[src/rtl/riscv_imem_loader_if.sv]
// ============================================================================
// riscv_imem_loader_if : register-side inputs and imem/core-side outputs of the loader
// Rev 1.0
// ============================================================================
`default_nettype none

interface riscv_imem_loader_if #(
  parameter int IMEM_AW    = 10,
  parameter int DATA_WIDTH = 32
);
  logic [31:0]            i_ctrl;
  logic                   i_wr_req;
  logic [DATA_WIDTH-1:0]  i_wr_data;
  logic [31:0]            i_wr_addr;
  logic                   o_imem_we;
  logic [IMEM_AW-1:0]     o_imem_addr;
  logic [DATA_WIDTH-1:0]  o_imem_wdata;
  logic                   o_mem_reset_n;
  logic                   o_run_pc;
  logic [31:0]            o_status;

  // Software/register-file side
  modport master (
    output i_ctrl, i_wr_req, i_wr_data, i_wr_addr,
    input  o_imem_we, o_imem_addr, o_imem_wdata, o_mem_reset_n, o_run_pc, o_status
  );

  // Loader side
  modport slave (
    input  i_ctrl, i_wr_req, i_wr_data, i_wr_addr,
    output o_imem_we, o_imem_addr, o_imem_wdata, o_mem_reset_n, o_run_pc, o_status
  );
endinterface

`default_nettype wire

[src/rtl/riscv_imem_loader.sv]
// ============================================================================
// riscv_imem_loader : turns level-held register values into imem write strobes,
//                     sweep-clears imem and gates core execution
// Rev 1.0
// ============================================================================
`default_nettype none

module riscv_imem_loader #(
  parameter int IMEM_AW    = 10,
  parameter int DATA_WIDTH = 32
) (
  input  wire                  s00_axi_aclk,
  input  wire                  s00_axi_aresetn,
  riscv_imem_loader_if.slave   bus
);

  typedef enum logic [1:0] {
    S_IDLE  = 2'd0,
    S_CLEAR = 2'd1,
    S_LOAD  = 2'd2,
    S_RUN   = 2'd3
  } state_e;

  state_e                 state_q;
  logic                   req_q;
  logic                   pend_q;
  logic [IMEM_AW-1:0]     pend_addr_q;
  logic [DATA_WIDTH-1:0]  pend_data_q;
  logic                   we_q;
  logic [IMEM_AW-1:0]     addr_q;
  logic [DATA_WIDTH-1:0]  wdata_q;
  logic                   mrn_q;
  logic                   run_pc_q;
  logic                   err_q;
  logic [15:0]            cnt_q;
  logic [15:0]            cnt_d;
  logic [2:0]             stat_q;

  logic w_load_en;
  logic w_run_en;
  logic w_clear_req;
  logic w_rise;
  logic w_bad_addr;
  logic w_unused_ctrl;

  assign w_load_en     = bus.i_ctrl[0];
  assign w_run_en      = bus.i_ctrl[1];
  assign w_clear_req   = bus.i_ctrl[2];
  assign w_unused_ctrl = ^bus.i_ctrl[31:3];

  assign w_rise     = bus.i_wr_req & ~req_q;
  assign w_bad_addr = (bus.i_wr_addr[1:0] != 2'b00) || (bus.i_wr_addr[31:IMEM_AW+2] != '0);
  assign cnt_d      = (cnt_q == 16'hFFFF) ? cnt_q : cnt_q + 16'd1;

  always_ff @(posedge s00_axi_aclk or negedge s00_axi_aresetn) begin
    if (!s00_axi_aresetn) begin
      state_q     <= S_IDLE;
      req_q       <= 1'b0;
      pend_q      <= 1'b0;
      pend_addr_q <= '0;
      pend_data_q <= '0;
      we_q        <= 1'b0;
      addr_q      <= '0;
      wdata_q     <= '0;
      mrn_q       <= 1'b0;
      run_pc_q    <= 1'b0;
      err_q       <= 1'b0;
      cnt_q       <= '0;
      stat_q      <= '0;
    end else begin
      req_q  <= bus.i_wr_req;
      mrn_q  <= 1'b1;
      we_q   <= 1'b0;
      pend_q <= 1'b0;

      // A write captured on the previous edge is issued now, one edge after the rise
      if (pend_q) begin
        we_q    <= 1'b1;
        addr_q  <= pend_addr_q;
        wdata_q <= pend_data_q;
        cnt_q   <= cnt_d;
      end

      case (state_q)
        S_IDLE: begin
          if (w_clear_req) begin
            state_q <= S_CLEAR;
            stat_q  <= 3'b001;
            we_q    <= 1'b1;
            addr_q  <= '0;
            wdata_q <= '0;
          end else if (w_load_en) begin
            state_q <= S_LOAD;
            stat_q  <= 3'b010;
            cnt_q   <= '0;
            err_q   <= 1'b0;
          end else if (w_run_en) begin
            state_q <= S_RUN;
            stat_q  <= 3'b100;
            mrn_q   <= 1'b0;
          end
        end

        S_CLEAR: begin
          if (addr_q == '1) begin
            state_q <= S_IDLE;
            stat_q  <= 3'b000;
          end else begin
            we_q    <= 1'b1;
            addr_q  <= addr_q + IMEM_AW'(1);
          end
        end

        S_LOAD: begin
          // A rise coinciding with load_en falling is dropped silently
          if (!w_load_en) begin
            state_q <= S_IDLE;
            stat_q  <= 3'b000;
          end else if (w_rise) begin
            if (w_bad_addr) begin
              err_q <= 1'b1;
            end else begin
              pend_q      <= 1'b1;
              pend_addr_q <= bus.i_wr_addr[IMEM_AW+1:2];
              pend_data_q <= bus.i_wr_data;
            end
          end
        end

        S_RUN: begin
          if (!w_run_en) begin
            state_q  <= S_IDLE;
            stat_q   <= 3'b000;
            run_pc_q <= 1'b0;
          end else begin
            run_pc_q <= 1'b1;
          end
        end

        default: begin
          state_q <= S_IDLE;
          stat_q  <= 3'b000;
        end
      endcase
    end
  end

  assign bus.o_imem_we     = we_q;
  assign bus.o_imem_addr   = addr_q;
  assign bus.o_imem_wdata  = wdata_q;
  assign bus.o_mem_reset_n = mrn_q;
  assign bus.o_run_pc      = run_pc_q;
  assign bus.o_status      = {cnt_q, 12'h000, err_q, stat_q};

endmodule

`default_nettype wire
[src/flat_wrapper.sv]
// flat-port wrapper written by rule: the top's interface ports become plain ports
module riscv_imem_loader_flat 
#(
  parameter int IMEM_AW    = 10,
  parameter int DATA_WIDTH = 32
)
  (s00_axi_aclk, s00_axi_aresetn, bus_i_ctrl, bus_i_wr_req, bus_i_wr_data, bus_i_wr_addr, bus_o_imem_we, bus_o_imem_addr, bus_o_imem_wdata, bus_o_mem_reset_n, bus_o_run_pc, bus_o_status);
  riscv_imem_loader_if #(.IMEM_AW(IMEM_AW), .DATA_WIDTH(DATA_WIDTH)) bus_i ();
  input  wire s00_axi_aclk;
  input  wire s00_axi_aresetn;
  input wire logic [$bits(bus_i.i_ctrl)-1:0] bus_i_ctrl;
  input wire logic [$bits(bus_i.i_wr_req)-1:0] bus_i_wr_req;
  input wire logic [$bits(bus_i.i_wr_data)-1:0] bus_i_wr_data;
  input wire logic [$bits(bus_i.i_wr_addr)-1:0] bus_i_wr_addr;
  output wire logic [$bits(bus_i.o_imem_we)-1:0] bus_o_imem_we;
  output wire logic [$bits(bus_i.o_imem_addr)-1:0] bus_o_imem_addr;
  output wire logic [$bits(bus_i.o_imem_wdata)-1:0] bus_o_imem_wdata;
  output wire logic [$bits(bus_i.o_mem_reset_n)-1:0] bus_o_mem_reset_n;
  output wire logic [$bits(bus_i.o_run_pc)-1:0] bus_o_run_pc;
  output wire logic [$bits(bus_i.o_status)-1:0] bus_o_status;
  assign bus_i.i_ctrl = bus_i_ctrl;
  assign bus_i.i_wr_req = bus_i_wr_req;
  assign bus_i.i_wr_data = bus_i_wr_data;
  assign bus_i.i_wr_addr = bus_i_wr_addr;
  assign bus_o_imem_we = bus_i.o_imem_we;
  assign bus_o_imem_addr = bus_i.o_imem_addr;
  assign bus_o_imem_wdata = bus_i.o_imem_wdata;
  assign bus_o_mem_reset_n = bus_i.o_mem_reset_n;
  assign bus_o_run_pc = bus_i.o_run_pc;
  assign bus_o_status = bus_i.o_status;
  riscv_imem_loader #(.IMEM_AW(IMEM_AW), .DATA_WIDTH(DATA_WIDTH)) u_core (.s00_axi_aclk(s00_axi_aclk), .s00_axi_aresetn(s00_axi_aresetn), .bus(bus_i));
endmodule
[config.mk]
export PLATFORM = sky130hd
export DESIGN_NAME = riscv_imem_loader_flat
export DESIGN_NICKNAME = d
export VERILOG_FILES = /design/src/rtl/riscv_imem_loader_if.sv /design/src/rtl/riscv_imem_loader.sv /design/src/flat_wrapper.sv
export SDC_FILE = /design/constraint.sdc
export NUM_CORES = 1
export LEC_CHECK = 0
export ABC_CLOCK_PERIOD_IN_PS = 2400
export CAP_MARGIN = 40
export CORE_MARGIN = 2
export CORE_UTILIZATION = 30
export DETAILED_ROUTE_END_ITERATION = 16
export PLACE_DENSITY = 0.63
export SETUP_SLACK_MARGIN = 0.02
export SLEW_MARGIN = 5
export SYNTH_ARGS = -nofsm -noshare
export SYNTH_HDL_FRONTEND = slang
export SYNTH_SLANG_ARGS = --single-unit
[constraint.sdc]
create_clock -name s00_axi_aclk -period 2.4 [get_ports s00_axi_aclk]
set_clock_uncertainty 0.2 [all_clocks]
set_input_delay 0.72 -clock s00_axi_aclk [delete_from_list [all_inputs] [get_ports s00_axi_aclk]]
set_output_delay 0.72 -clock s00_axi_aclk [all_outputs]
set_load 0.03 [all_outputs]
======== Word level (Yosys, flattened, before mapping) ========
Cells that the tools add are included.
Widths: inputs -> output; s select.
word-level totals
  flip-flop bits (word level) ............. 111
  output and inout port bits .............. 77
cells by class
  add/subtract/negate cells ............... 2
  equal/unequal tests ..................... 14
  muxes and demuxes ....................... 45
  bitwise operators ....................... 3
  reductions and logical operators ........ 8
operators with widths
  kind                   count
  $mux 32                3
  $mux 16                5
  $mux 10                3
  $pmux 10 s2            1
  $reduce_bool 20->1     1
  $mux 3                 6
  $mux 1                 17
  $add 16x1->16 const B  1
  $eq 16x16->1 const B   1
  $mux 2                 6
  $pmux 3 s4             1
  $add 10x1->10 const B  1
  $eq 10x10->1 const B   1
  $ne 2x2->1 const B     5
  $pmux 2 s4             1
  $reduce_and 4->1       2
  $ne 2x1->1 const B     3
  $reduce_and 6->1       1
  $eq 2x2->1 const B     2
  $ne 4x4->1 const B     1
  $pmux 1 s2             2
  $reduce_bool 2->1      2
  $eq 2x1->1 const B     1
  $logic_not 2->1        1
  other kinds (3)        4

======== Longest topological paths before layout ========
Gate-level depths: netlist of the first run.
  depth in word-level cells ............... 6
  depth in mapped cells ................... 7
  mapped depth without buffers ............ 7

======== Worst setup path before layout of the first run ========
OpenSTA, ideal clock, no wires.
  kind .................................... input port to flip-flop
  start point ............................. input port bus_i_wr_addr[14]
  end point ............................... register u_core.pend_addr_q[3]
  setup time .............................. 125 ps
  arrival time ............................ 2,228 ps
  setup slack ............................. -153 ps
  stages on the path ...................... 6
  buffers on the path ..................... 2
  path through ............................ or4_4 -> nor4_2 -> and3_1 -> buf_6 -> buf_12 -> mux2_4
between the ends
  cells in the longest elaborated chain, start to end .. 4
RTL lines
  element                            RTL line                  source
  start, declared                    flat_wrapper.sv:14        input wire logic [$bits(bus_i.i_wr_addr)-1:0] bus_i_wr_addr;
  $reduce_bool 20->1                 riscv_imem_loader.sv:52   assign w_bad_addr = (bus.i_wr_addr[1:0] != 2'b00) || (bus.i_wr_addr[31:IMEM_AW+2] != '0);
  $logic_or 1x1->1                   riscv_imem_loader.sv:52
  $not 1->1 (no source line)         n/a
  $reduce_and 4->1 (no source line)  n/a
  end signal, assigned               riscv_imem_loader.sv:124  pend_addr_q <= bus.i_wr_addr[IMEM_AW+1:2];
  end, declared                      riscv_imem_loader.sv:27   logic [IMEM_AW-1:0] pend_addr_q;
No other way between the ends.
A chain may end at the register's enable or synchronous reset.

======== Worst setup path after layout of the first run ========
  start point ............................. input port bus_i_wr_addr[19]
  end point ............................... register u_core.pend_data_q[20]
between the ends
  cells in the longest elaborated chain, start to end .. 4
RTL lines
  element                            RTL line                  source
  $reduce_bool 20->1                 riscv_imem_loader.sv:52
  $logic_or 1x1->1                   riscv_imem_loader.sv:52
  $not 1->1 (no source line)         n/a
  $reduce_and 4->1 (no source line)  n/a
  end signal, assigned               riscv_imem_loader.sv:125  pend_data_q <= bus.i_wr_data;
  end, declared                      riscv_imem_loader.sv:28   logic [DATA_WIDTH-1:0] pend_data_q;
No other way between the ends.

==> results of run 1 <==
final timing paths:
check / from / to
worst max-delay path: bus_i_wr_addr[19] / u_core.pend_data_q[20]
worst max register to register: u_core.bus.o_imem_addr[0] / u_core.bus.o_imem_addr[3]
min in group s00_axi_aclk: u_core.bus.o_run_pc / u_core.bus.o_run_pc
max in group asynchronous: s00_axi_aresetn / u_core.bus.o_imem_wdata[4]
worst min register to register: u_core.bus.o_run_pc / u_core.bus.o_run_pc
worst min-delay path: s00_axi_aresetn / u_core.state_q[1]
logic make-up after synthesis:
kind of cell | after synthesis
compound gates | 41
buf+inv | 35
simple gates | 146
xor+xnor | 7
mux | 79
flops | 111
fa+ha+maj | 2
other cells | 1
worst reg2reg max path, cell delays in order (launching register included):
cell and delay [ns]:
dfrtp_1 0.42, ha_1 0.22, nand3_1 0.13, or3_1 0.50, nand2_2 0.20, o21ai_0 0.13
a221o_1 0.30
layer usage:
metal	share of wire, %	up-vias	GRT usage, %
met5	0	-	0
met4	0.84	0	3.13
met3	6.1	11	4.86
met2	48	117	23.5
met1	45	1859	18.4
li1	-	1799	-
registers in the layout, indices dropped and copies added, names as in the netlist:
register                  count
u_core.bus.o_imem_addr       10
u_core.bus.o_imem_wdata      32
u_core.bus.o_imem_we          1
u_core.bus.o_mem_reset_n      1
u_core.bus.o_run_pc           1
u_core.cnt_q                 16
u_core.err_q                  1
u_core.pend_addr_q           10
u_core.pend_data_q           32
u_core.pend_q                 1
u_core.req_q                  1
u_core.stat_q                 3
u_core.state_q                2
Yosys cell counts, types with 2 or more instances:
library cell	number
dfrtp_1	111
nor2_1	51
mux2_4	39
mux2i_1	35
nand2_1	22
nand3_1	15
buf_4	13
o21ai_0	11
nor3_1	10
and3_1	8
nor4_1	8
a21oi_1	6
buf_2	6
clkbuf_1	6
xnor2_1	6
mux2_2	5
nand4_1	5
buf_12	4
inv_1	4
nand2b_1	4
or3_1	4
a221o_1	3
and4_1	3
nor2b_1	3
nor4b_1	3
a21o_1	2
a31oi_1	2
ha_1	2
nor3b_1	2
nor4_2	2
o311ai_0	2
repair_timing:
item / 4_1_cts / 5_1_grt
buffers inserted: 7 / 0
gates cloned: 4 / 0
setup endpoints to repair: 68 / 58
resized for setup: 102 / 22
pin swaps: 9 / 4
cell type report:
class | count | area, um2 | share of cell area, %
Inverter | 4 | 15.0 | 0.206
Sequential cell | 111 | 2780 | 38.1
Clock buffer | 9 | 225 | 3.08
Timing Repair Buffer | 164 | 1660 | 22.7
Clock inverter | 7 | 85.1 | 1.16
Tap cell | 225 | 282 | 3.85
Multi-Input combinational cell | 287 | 2260 | 31.0
layout by cell type, fill, tap and decap left out, drive strengths merged, types with 10 or more instances in the layout:
master         count
conb              12
nor4              10
o21ai             11
clkdlybuf4s50     77
nand3             15
mux2i             35
clkbuf            10
nand2             22
buf               45
dfrtp            111
nor3              10
nor2              51
dlygate4sd2       28
mux2              44
power groups by stage:
stage	Sequential, mW	Clock, mW	Combinational (mW)
after detailed placement	2.65	0	2.25
after global routing	2.68	1.72	2.26
after CTS	2.61	1.63	2.14
after floorplan	3.29	0	0.509
after global placement	2.64	0	2.23
final	2.61	1.57	2.11
==> flow_summary.yaml, run 1 <==
run_status:
  status: "finished, violations left"
  violations: "setup timing"
synth:
  ys_seq_elements: 111
  yosys.area_share.simple_pct: 14.5
  synth_ff_type: "dfrtp_1"
  yosys_warnings: 0
  synth-xor-area-share_pct: 1.18
  ys_seq_area_share_pct: 53.6
  synthArstFlopShare_pct: 100
  avgSynthCellArea_um2: 12.3
  synth_cells: 422
  yosys-top-cells-area: "dfrtp_1 (54%), mux2_4 (11%), mux2i_1 (6.8%), nor2_1 (3.7%), buf_4 (1.9%)"
  synthAdderAreaFrac_pct: 0.483
  synth_top_family_by_area: "multiplexers"
  synth.distinct_cells: 56
  synth-compound-area-share_pct: 5.99
  yosysTopAreaCellShare_pct: 53.6
  synth_largest_area_cell: "dfrtp_1"
  syn_area_um2: 5180
  synth_edf_count: 0
  synthMuxAreaShare_pct: 19.2
finish:
  syn2layout_area_growth_pct: 41.0
  fin_cells: 807
  drive_gt1_share_pct: 21.3
  final_nets: 678
  utilization_pct: 42.7
  fin_area_um2: 7300
  nFillCells: 1630
  n_antenna_cell: 0
critical_path:
  cp.depth: 8
  slowest_delay_ns: 0.53
  worstRegToRegCells: 6
  crit_required_ns: 2.44
  crit_path_end_kind: "register"
  crit_top_cell: "buf_12"
  slowest_stage: "or4_4"
  worst-path-max-fanout: 6
  critPathTopFamily: "simple AND/OR/NAND/NOR gates"
  crit_chain: "buf_6 -> or4_4 -> nor4_4 -> and3_4 -> buf_12 -> buf_12 -> buf_16 -> mux2_4"
  cp.arrival_ns: 2.49
  startpoint_type: "primary input"
  r2r_slack_ns: 0.20
  cp.buffers_inverters: 4
  worstSetupPathType: "in -> reg"
routing:
  vias: 3786
  final_antenna_net_count: 0
  drt-pass1-iter-count: 5
  drt-initial-drc-count: 137
  route.detailed.drc: 0
  wl_per_cell_um: 15.6
  via_per_inst: 4.69
  wl_um: 12600
place:
  gp_congestion: 0.804
  dpl_worst_slack_ns: -0.704
  placed_area_um2: 6830
  dp_hpwl_um: 8490
  dpl.cell_count: 783
  io_buffers: 134
timing:
  rsz0062_at_grt: "yes"
  hold_viol_final: 0
  fin_ws_ns: -0.0504
  relSlewSlack_pct: 59.1
  fin_tns_setup_ns: -0.782
  timing.final.crit_share_pct: 102
  fmaxAchievable_ghz: 0.408
  fin_crit_ns: 2.45
  worstMarginPinSlew_ns: 0.608
  slew_viol_final: 0
  holdWs_ns: 0.103
  finalSetupViolations: 22
cts:
  htreeDepth: 3
  cts-buffers-inserted: 9
  clk_pin_slew_ns: 0.08
  cts_tree: "done"
  ctsHoldBuffers: 0
  cts_root_buf: "clkbuf_16"
  cts.path.max_buffers: 2
  cts_sinks: 111
  clk_latency_ns: 0.36
job:
  maxCapViolations: 0
power:
  cellInternalPower_mw: 3.91
  switchingPower_mw: 2.39
  p_per_area_nw_per_um2: 862
  p_seq_share_pct: 41.5
  power_frac_clock_pct: 25.0
  p_comb_share_pct: 33.5
  swShare_pct: 37.9
  peakVddDrop_mv: 0.391
  p_leak_nw: 3.34
  total_power_mw: 6.29
grt:
  grt_first_pass_wirelength_um: 20400
  grt_pass1_vias: 3859
  antenna_found_initial: 0
  grt_max_degree: 42
  grt-ovfl-total: 0
  grt_usage_pct: 14.3
floorplanning:
  core_um2: 17100
  die_h_um: 135
  die_width_um: 135
  initial_core_util_pct: 30.3
  die_area_um2: 18300
  io_pins: 176
  rows: 48
hold_path:
  hold_path.class: "in -> async"
Power figures use the tool's default switching activity.
==> inputs of run 2 (changes only) <==
--- a/config.mk
+++ b/config.mk
@@ -8,9 +8,9 @@
 export ABC_CLOCK_PERIOD_IN_PS = 2400
 export CAP_MARGIN = 40
 export CORE_MARGIN = 2
-export CORE_UTILIZATION = 30
+export CORE_UTILIZATION = 46
 export DETAILED_ROUTE_END_ITERATION = 16
-export PLACE_DENSITY = 0.63
+export PLACE_DENSITY = 0.87
 export SETUP_SLACK_MARGIN = 0.02
 export SLEW_MARGIN = 5
 export SYNTH_ARGS = -nofsm -noshare
==> run 2 against run 1 <==
Critical endpoint is now u_core.pend_data_q[4]. Utilization increased by 23 points. First-iteration DRC count increased by 150%. Worst hold slack got worse by 0.012 ns. Global-route usage increased by 6.8 points. Cell count decreased by 11%. Final area decreased by 2.0%. Flip-flop and latch count unchanged. Wire length decreased by 0.67%. Die area decreased by 34%. The run still ends with setup timing left. Highest routed layer unchanged.
==> flow_summary.yaml, run 2 (synthesis results as in run 1) <==
timing:
  relSlewSlack_pct: 57.3
  finalSetupViolations: 2
  rsz0062_at_grt: "yes"
  fmaxAchievable_ghz: 0.416
  fin_crit_ns: 2.41
  fin_ws_ns: -0.00529
  timing.final.crit_share_pct: 100
  hold_viol_final: 0
  worstMarginPinSlew_ns: 0.639
  slew_viol_final: 0
finish:
  n_antenna_cell: 0
  mostFrequentLayoutCells: "dfrtp_1 (110), clkdlybuf4s50_1 (85), nor2_1 (51)"
  multiInputGateArea_um2: 2270
  drive_gt1_share_pct: 21.0
  utilization_pct: 65.4
  seq_area_um2: 2780
  nFillCells: 814
  syn2layout_area_growth_pct: 38.1
  final_common_cell: "dfrtp_1"
  final_nets: 678
power:
  peakVddDrop_mv: 0.534
  power_frac_clock_pct: 22.5
  p_seq_share_pct: 42.6
  cellInternalPower_mw: 3.81
  p_leak_nw: 3.23
  p_comb_share_pct: 35.0
  switchingPower_mw: 2.33
  p_per_area_nw_per_um2: 858
  swShare_pct: 37.9
  total_power_mw: 6.14
grt:
  grt_usage_pct: 21.1
  grt_first_pass_wirelength_um: 19900
  grt_max_degree: 36
  grt-ovfl-total: 0
  antenna_found_initial: 0
  grt_pass1_vias: 3936
floorplanning:
  io_pins: 176
  die_width_um: 110
  die_area_um2: 12100
  core_um2: 10900
  rows: 38
  initial_core_util_pct: 47.4
  die_h_um: 110
run_status:
  violations: "setup timing"
  status: "finished, violations left"
cts:
  cts_tree: "done"
  clk_latency_ns: 0.34
  cts_root_buf: "clkbuf_16"
  cts_sinks: 111
  htreeDepth: 3
  cts-buffers-inserted: 9
  clk_pin_slew_ns: 0.07
  cts.path.max_buffers: 2
routing:
  via_per_inst: 5.42
  final_antenna_net_count: 0
  wl_per_cell_um: 17.4
  drt-initial-drc-count: 340
  wl_um: 12500
  drt-pass1-iter-count: 7
  vias: 3906
  route.detailed.drc: 0
critical_path:
  startpoint_type: "primary input"
  worst-path-max-fanout: 6
  crit_path_end_kind: "register"
  worstSetupPathType: "in -> reg"
  crit_required_ns: 2.42
  cp.arrival_ns: 2.43
place:
  gp_congestion: 0.884
  io_buffers: 134
  dp_hpwl_um: 8640
job:
  maxCapViolations: 0
hold_path:
  hold_path.class: "in -> async"
==> run 2: changes by cell type in the layout (fill, tap and decap cells not counted), moves of 2 or more <==
cell             previous run  this run
clkdlybuf4s50_1            77        85
buf_6                       4         9
dlygate4sd2_1              28        23
dlymetal6s2s_1              9         5
buf_12                      9         6
buf_2                      12         9
buf_4                      17        20
mux2_2                      2         5
mux2_4                     42        39
clkbuf_1                    0         2
clkinvlp_4                  0         2
inv_6                       3         1
==> run 2: worst max-delay path, cell delays in order <==
cell     delay (ns)
buf_6          0.09
nor4_2         0.26
nand4_1        0.17
nor4_4         0.25
and3_4         0.26
buf_12         0.12
buf_12         0.11
buf_16         0.13
mux2_4         0.30
==> run 2: worst paths after layout <==
path                                      startpoint                         to  slack (ns)  cells past startpoint
max                                bus_i_wr_addr[30]      u_core.pend_data_q[4]      -0.005                      9
min                                  s00_axi_aresetn        u_core.bus.o_run_pc        0.09                      1
max reg2reg                u_core.bus.o_imem_addr[1]  u_core.bus.o_imem_addr[7]        0.04                      7
min reg2reg                         u_core.stat_q[1]           u_core.stat_q[1]        0.28                      1
max in group asynchronous            s00_axi_aresetn  u_core.bus.o_imem_addr[3]        1.30                      2
min in group s00_axi_aclk           u_core.stat_q[1]           u_core.stat_q[1]        0.28                      1
==> run 2: power groups by stage <==
stage	Clock, mW	Combinational [mW]	Sequential [mW]
final	1.38	2.15	2.61
after global routing	1.47	2.30	2.67
after CTS	1.41	2.17	2.61
after detailed placement	0	2.26	2.65
after global placement	0	2.20	2.62
after floorplan	0	0.509	3.29
==> run 2: cell type report <==
type / instances / area share [%]
Tap cell: 140 / 2.45
Multi-Input combinational cell: 287 / 31.7
Clock buffer: 11 / 3.25
Clock inverter: 4 / 0.455
Sequential cell: 111 / 38.8
Timing Repair Buffer: 164 / 23.1
Inverter: 4 / 0.210
==> run 2: repair_timing <==
item | 4_1_cts | 5_1_grt
setup buffers | 5 | 1
resized for setup | 95 | 18
hold buffers | 0 | 0
setup endpoints to repair | 64 | 50
cloned | 3 | 0
pin swaps | 8 | 2
==> run 2: stage by stage <==
step | setup slack, ns | hold WS (ns) | setup TNS [ns] | area (um2) | std cells
after global routing | -0.122 | 0.116 | -1.95 | 7160 | 721
after floorplan | -0.150 | 0.224 | -5.95 | 5220 | 433
final | -0.00529 | 0.0911 | -0.00866 | 7160 | 721
after global placement | -0.726 | 0.259 | -31.71 | 6710 | 699
after detailed placement | -0.765 | 0.266 | -33.09 | 6710 | 699
after CTS | 0.00644 | 0.109 | 0 | 7090 | 721
==> run 2: layer usage <==
metal  GRT usage [%]  vias to the layer above  share of wire [%]
li1                -                     1798                  -
met1            28.0                     1922                 42
met2            36.0                      166                 51
met3            5.17                       20                6.7
met4            3.13                        0               0.91
met5               0                        -                  0
